**config.mk**
```make
export PLATFORM = sky130hd
export DESIGN_NAME = pipeline_run_controller
export DESIGN_NICKNAME = d
export VERILOG_FILES = /design/src/rtl/pipeline_run_controller_pkg.sv /design/src/rtl/pipeline_run_controller_sat_counter.sv /design/src/rtl/pipeline_run_controller.sv
export SDC_FILE = /design/constraint.sdc
export NUM_CORES = 1
export LEC_CHECK = 0
export CAP_MARGIN = 25
export CELL_PAD_IN_SITES_DETAIL_PLACEMENT = 1
export CELL_PAD_IN_SITES_GLOBAL_PLACEMENT = 1
export CORE_ASPECT_RATIO = 1.25
export CORE_MARGIN = 8
export CORE_UTILIZATION = 31
export CTS_CLUSTER_SIZE = 25
export DETAILED_ROUTE_END_ITERATION = 7
export GPL_ROUTABILITY_DRIVEN = 1
export PLACE_DENSITY = 0.84
export SYNTH_ARGS = -nofsm -noshare
export SYNTH_HDL_FRONTEND = slang
export SYNTH_SLANG_ARGS = --single-unit
```
**constraint.sdc**
```tcl
create_clock -name clock -period 1.89 [get_ports clock]
set_input_delay 0.189 -clock clock [delete_from_list [all_inputs] [get_ports clock]]
set_output_delay 0.189 -clock clock [all_outputs]
set_load 0.03 [all_outputs]
```
**src/rtl/pipeline_run_controller_pkg.sv**
```systemverilog
// Shared types and constants for the pipeline run controller.
package pipeline_run_controller_pkg;

  typedef enum logic [2:0] {
    ST_IDLE      = 3'd0,
    ST_RUN       = 3'd1,
    ST_STEP_WAIT = 3'd2,
    ST_STEP      = 3'd3,
    ST_DRAIN     = 3'd4,
    ST_DONE      = 3'd5
  } run_state_e;

  localparam logic [31:0] HALT_WORD_DEFAULT    = 32'hFFFF_FFFF;
  localparam logic [31:0] NOP_WORD             = 32'h0000_0000;
  localparam int          DRAIN_CYCLES_DEFAULT = 4;

  // States in which the pipeline registers are clocked.
  function automatic logic state_clocks_pipe(run_state_e s);
    return (s == ST_RUN) || (s == ST_STEP) || (s == ST_DRAIN);
  endfunction

endpackage

```
**src/rtl/pipeline_run_controller_sat_counter.sv**
```systemverilog
// Saturating up-counter with synchronous clear; holds at all-ones instead of wrapping.
module sat_counter #(
  parameter int WIDTH = 32
) (
  input  logic             clk_i,
  input  logic             rst_ni,
  input  logic             clr_i,
  input  logic             en_i,
  output logic [WIDTH-1:0] count_o
);

  logic [WIDTH-1:0] count_q, count_d;

  always_comb begin
    count_d = count_q;
    if (clr_i) begin
      count_d = '0;
    end else if (en_i && (count_q != {WIDTH{1'b1}})) begin
      count_d = count_q + WIDTH'(1);
    end
  end

  always_ff @(posedge clk_i or negedge rst_ni) begin
    if (!rst_ni) begin
      count_q <= '0;
    end else begin
      count_q <= count_d;
    end
  end

  assign count_o = count_q;

endmodule

```
**src/rtl/pipeline_run_controller.sv**
```systemverilog
// Run/step/halt sequencer for the 5-stage pipeline: gates the global enable,
// drains in-flight instructions after HALT or stop, and counts enabled cycles.
//
//   state      | meaning
//   IDLE       | after reset, waiting for start
//   RUN        | continuous execution
//   STEP_WAIT  | step mode, pipeline frozen until stepReq
//   STEP       | one enabled cycle in step mode
//   DRAIN      | fetch stopped, retiring in-flight instructions
//   DONE       | halted, capture registers valid
module pipeline_run_controller
  import pipeline_run_controller_pkg::*;
#(
  parameter logic [31:0] HALT_WORD    = HALT_WORD_DEFAULT,
  parameter int          DRAIN_CYCLES = DRAIN_CYCLES_DEFAULT,
  parameter int          CNT_W        = 32
) (
  input  logic             clock,
  input  logic             resetGral,
  input  logic             start,
  input  logic             stepMode,
  input  logic             stepReq,
  input  logic             stopReq,
  input  logic [31:0]      instruction,
  input  logic [7:0]       pcFE,
  output logic             pipeEnable,
  output logic             fetchEnable,
  output logic             running,
  output logic             halted,
  output logic             haltByInstr,
  output logic [7:0]       haltPc,
  output logic [CNT_W-1:0] cycleCount,
  output logic [2:0]       state
);

  localparam int            DRAIN_W    = $clog2(DRAIN_CYCLES + 1);
  localparam logic [DRAIN_W-1:0] DRAIN_LOAD = DRAIN_W'(DRAIN_CYCLES);

  run_state_e         state_q;
  logic [DRAIN_W-1:0] drain_cnt_q;
  logic [7:0]         halt_pc_q;
  logic               halt_by_instr_q;

  logic halt_fetched;
  logic start_accept;

  assign halt_fetched = (instruction == HALT_WORD);
  assign start_accept = start && ((state_q == ST_IDLE) || (state_q == ST_DONE));

  always_ff @(posedge clock or negedge resetGral) begin
    if (!resetGral) begin
      state_q         <= ST_IDLE;
      drain_cnt_q     <= '0;
      halt_pc_q       <= '0;
      halt_by_instr_q <= 1'b0;
    end else begin
      unique case (state_q)
        ST_IDLE, ST_DONE: begin
          if (start) begin
            state_q         <= stepMode ? ST_STEP_WAIT : ST_RUN;
            halt_pc_q       <= '0;
            halt_by_instr_q <= 1'b0;
          end
        end
        // HALT outranks an external stop arriving on the same cycle.
        ST_RUN: begin
          if (halt_fetched) begin
            state_q         <= ST_DRAIN;
            halt_pc_q       <= pcFE;
            halt_by_instr_q <= 1'b1;
            drain_cnt_q     <= DRAIN_LOAD;
          end else if (stopReq) begin
            state_q         <= ST_DRAIN;
            halt_pc_q       <= pcFE;
            halt_by_instr_q <= 1'b0;
            drain_cnt_q     <= DRAIN_LOAD;
          end
        end
        ST_STEP_WAIT: begin
          if (stopReq) begin
            state_q         <= ST_DRAIN;
            halt_pc_q       <= pcFE;
            halt_by_instr_q <= 1'b0;
            drain_cnt_q     <= DRAIN_LOAD;
          end else if (stepReq) begin
            state_q <= ST_STEP;
          end else if (!stepMode) begin
            state_q <= ST_RUN;
          end
        end
        ST_STEP: begin
          if (halt_fetched) begin
            state_q         <= ST_DRAIN;
            halt_pc_q       <= pcFE;
            halt_by_instr_q <= 1'b1;
            drain_cnt_q     <= DRAIN_LOAD;
          end else begin
            state_q <= ST_STEP_WAIT;
          end
        end
        // Loaded with DRAIN_CYCLES on entry, so exiting at 1 gives exactly that many cycles.
        ST_DRAIN: begin
          drain_cnt_q <= drain_cnt_q - DRAIN_W'(1);
          if (drain_cnt_q == DRAIN_W'(1)) begin
            state_q <= ST_DONE;
          end
        end
        default: state_q <= ST_IDLE;
      endcase
    end
  end

  sat_counter #(
    .WIDTH (CNT_W)
  ) u_cycle_cnt (
    .clk_i   (clock),
    .rst_ni  (resetGral),
    .clr_i   (start_accept),
    .en_i    (pipeEnable),
    .count_o (cycleCount)
  );

  assign pipeEnable  = state_clocks_pipe(state_q);
  assign fetchEnable = ((state_q == ST_RUN) || (state_q == ST_STEP)) && !halt_fetched;
  assign running     = (state_q == ST_RUN) || (state_q == ST_STEP_WAIT) ||
                       (state_q == ST_STEP) || (state_q == ST_DRAIN);
  assign halted      = (state_q == ST_DONE);
  assign haltByInstr = halt_by_instr_q;
  assign haltPc      = halt_pc_q;
  assign state       = state_q;

endmodule

```
==> summary.txt <==
Run status
  – Status: finished, violations left
  – Failing checks: negative hold slack, negative setup slack

Clocking
  – CTS Buf Count: 5
  – Clock Tree Root: clkbuf_16
  – Skew-Pair Late Insertion Delay: 0.30 ns
  – Max clock buf depth: 2
  – CTS tree: done
  – Clock sink total: 47
  – H-tree depth: 2
  – CTS Hold Bufs: 0
  – CTS clk-pin slew, worst paths: 0.07 ns

STA
  – Tcrit/Tclk final: 108.9%
  – Fmax: 485.7 MHz
  – Final Hold Fails: 30
  – Worst hold margin: -0.01575 ns
  – Slew headroom: 44.54%
  – Clk_skew: 0.007383 ns
  – Final slew viol count: 0
  – Measured slew at the worst slew-check pin: 0.8319 ns
  – Final min period: 2.059 ns
  – Final setup violation count: 26
  – Setup TNS: -1.838 ns
  – Final worst slack: -0.1689 ns
  – RSZ-0062 raised after global routing: true

Route
  – Drt first pass iters: 4
  – ANT nets after route: 0
  – DRC: 0
  – Starting DRC count in detailed routing: 118
  – Vias per cell: 5.735
  – DR vias: 3,923
  – Final WL: 14,590 um
  – Routed len/inst: 21.34 um

Synth
  – Yosys warnings: 0
  – Ys async rst share: 100.0%
  – Synth top area cells: dfrtp_1, a21oi_1, nand4_1
  – Area of the mapped netlist: 3092 um^2
  – Leading area contributor after synthesis: dfrtp_1
  – Synth top area share: 38.04%
  – Seq/Total Area, Yosys: 38.04%
  – Count of different cell masters after synthesis: 61
  – Top FF cell, synth: dfrtp_1
  – Mapped Cells: 361
  – Syn avg cell area: 8.564 um^2
  – Post-synth EDFFs: 0
  – Syn Nets: 410
  – Flops & latches, synth: 47

Worst setup path
  – Worst Setup Start Kind: flop
  – Worst-path cell chain: or3b_4 -> a211oi_4 -> buf_4 -> buf_6 -> o211ai_1 -> o21ai_1 -> a21oi_2
  – Critical Path End Type: flop
  – Critical Path AT: 2.24 ns
  – Slowest cell on crit path: dfrtp_2
  – Worst-path fanout max: 5
  – WS Path Type: flop to flop
  – Slowest stage delay, CP: 0.45 ns
  – CP delay by family, top: compound AO/OA/AOI/OAI gates
  – CP required: 2.07 ns
  – Worst Path Buf+Inv: 2

Final layout
  – Final nets: 606
  – Final instance area: 5458 um^2
  – Layout cell share with drive strength beyond 1: 40.14%
  – Inserted Diodes: 0
  – Filler cells: 1,091
  – Area growth from synthesis to layout: 76.53%
  – Finished Layout Cells: 684

Floorplan
  – Die area: 13,450 um^2
  – Core area: 9659 um^2
  – Die W: 105.3 um
  – Row cnt: 40
  – Io pins: 94
  – Initial Util: 32.01%
  – Die Y-Extent: 127.7 um

Run
  – Max cap viols: 0

Global route
  – Total track usage: 19.09%
  – Global route overflow: 0
  – Pin count of the biggest net entering global routing: 34
  – Vias in the first global route: 4,292
  – Initial antenna violation count: 0
  – First-pass GRT wire length: 21,110 um

Placed design
  – Placer Congestion: 0.9186
  – DP Wirelength: 9893 um
  – PortBufs: 93
  – Placed Cells: 653
  – Placed inst area: 4853 um^2
  – Placement Setup Slack: -0.2524 ns

Pwr
  – Static leakage: 2.242 nW
  – Pwr Density: 1018 nW/um^2
  – Peak VDD IR: 0.5140 mV

Min path
  – Class of the worst hold path: primary input to asynchronous set/reset pin
## registers in the layout (all words and copies together) (netlist names)
name                 cells
drain_cnt_q              3
haltByInstr              1
haltPc                   8
state                    3
u_cycle_cnt.count_o     32
## cells by family after synthesis
group,count (synthesis),synth area share (%)
AND/OR/NAND/NOR,176,33.31
AO/OA/AOI/OAI,92,19.51
flip-flops,47,38.04
buffers and inverters,30,3.926
XOR/XNOR,7,1.983
multiplexers,6,2.023
adder cells (fa/ha/maj),3,1.214
## placed cells by master, fill, tap and decap left out, drive strengths merged, types with 6 or more instances in the layout
master,synthesis,routed
nand2,35,35
nor3,19,19
o31ai,6,6
o21ai,20,20
nand4,24,24
dfrtp,47,47
and4,6,6
nor2,28,28
inv,13,13
clkdlybuf4s50,0,85
nand3,12,12
nor4,6,6
buf,7,117
or3,12,12
clkbuf,10,7
a21oi,29,29
or4,8,8
## worst paths after layout
| path | to | depth (start not counted) | from | slack, ns |
|---|---|---|---|---|
| hold / removal | u_cycle_cnt.count_o[5] | 1 | resetGral | -0.02 |
| setup reg to reg | u_cycle_cnt.count_o[20] | 7 | state[0] | -0.17 |
| min in group clock | haltPc[4] | 2 | pcFE[4] | 0.52 |
| hold reg to reg | drain_cnt_q[2] | 1 | drain_cnt_q[2] | 0.54 |
| setup / recovery | u_cycle_cnt.count_o[20] | 7 | state[0] | -0.17 |
| max in group asynchronous | u_cycle_cnt.count_o[26] | 2 | resetGral | 1.22 |
## per-stage QoR
| step | power, mW | utilization, % |
|---|---|---|
| after global routing | 5.841 | 56.50 |
| after floorplan | 2.899 | - |
| after global placement | 4.097 | 50.25 |
| after detailed placement | 4.220 | 50.25 |
| after CTS | 5.229 | 53.23 |
| final | 5.558 | 56.50 |
## synthesized netlist by cell type (6+ instances only)
cell type / n
a21oi_1: 29
nand4_1: 23
nor2_1: 27
nand3_1: 11
nand2_1: 35
or4_1: 6
or3_1: 11
o31ai_1: 6
nor3_1: 19
clkbuf_1: 10
o21ai_0: 20
inv_1: 13
dfrtp_1: 47
## metal layers
metal	vias up	global-route usage [%]	routed length, um	share of wire, %
met5	-	0	0	0
met3	40	5.282	852	5.8
li1	1771	-	-	-
met4	0	8.418	506	3.5
met1	1945	19.39	5310	36
met2	167	35.40	7925	54
## what timing repair did
action | in CTS | in global routing
cloned | 0 | 1
setup buffers | 9 | 13
setup endpoints to repair | 35 | 39
pin swaps | 15 | 18
resized for setup | 26 | 55
## cell type report
cell class,instances,area [um^2],share of cell area [%]
multi-input combinational,285,2105,38.56
clock inverter,1,5.005,0.09170
sequential,47,1217,22.31
clock buffer,7,132.6,2.430
timing repair buffer,205,1792,32.83
inverter,13,48.80,0.8941
tap,126,157.7,2.889
## report_power, final
| part | switching, mW | total [mW] | internal [mW] |
|---|---|---|---|
| Sequential | 0.174 | 1.34 | 1.17 |
| Clock | 0.425 | 0.916 | 0.492 |
| Combinational | 1.90 | 3.30 | 1.40 |
No activity file was read; power rests on OpenSTA's default activity.
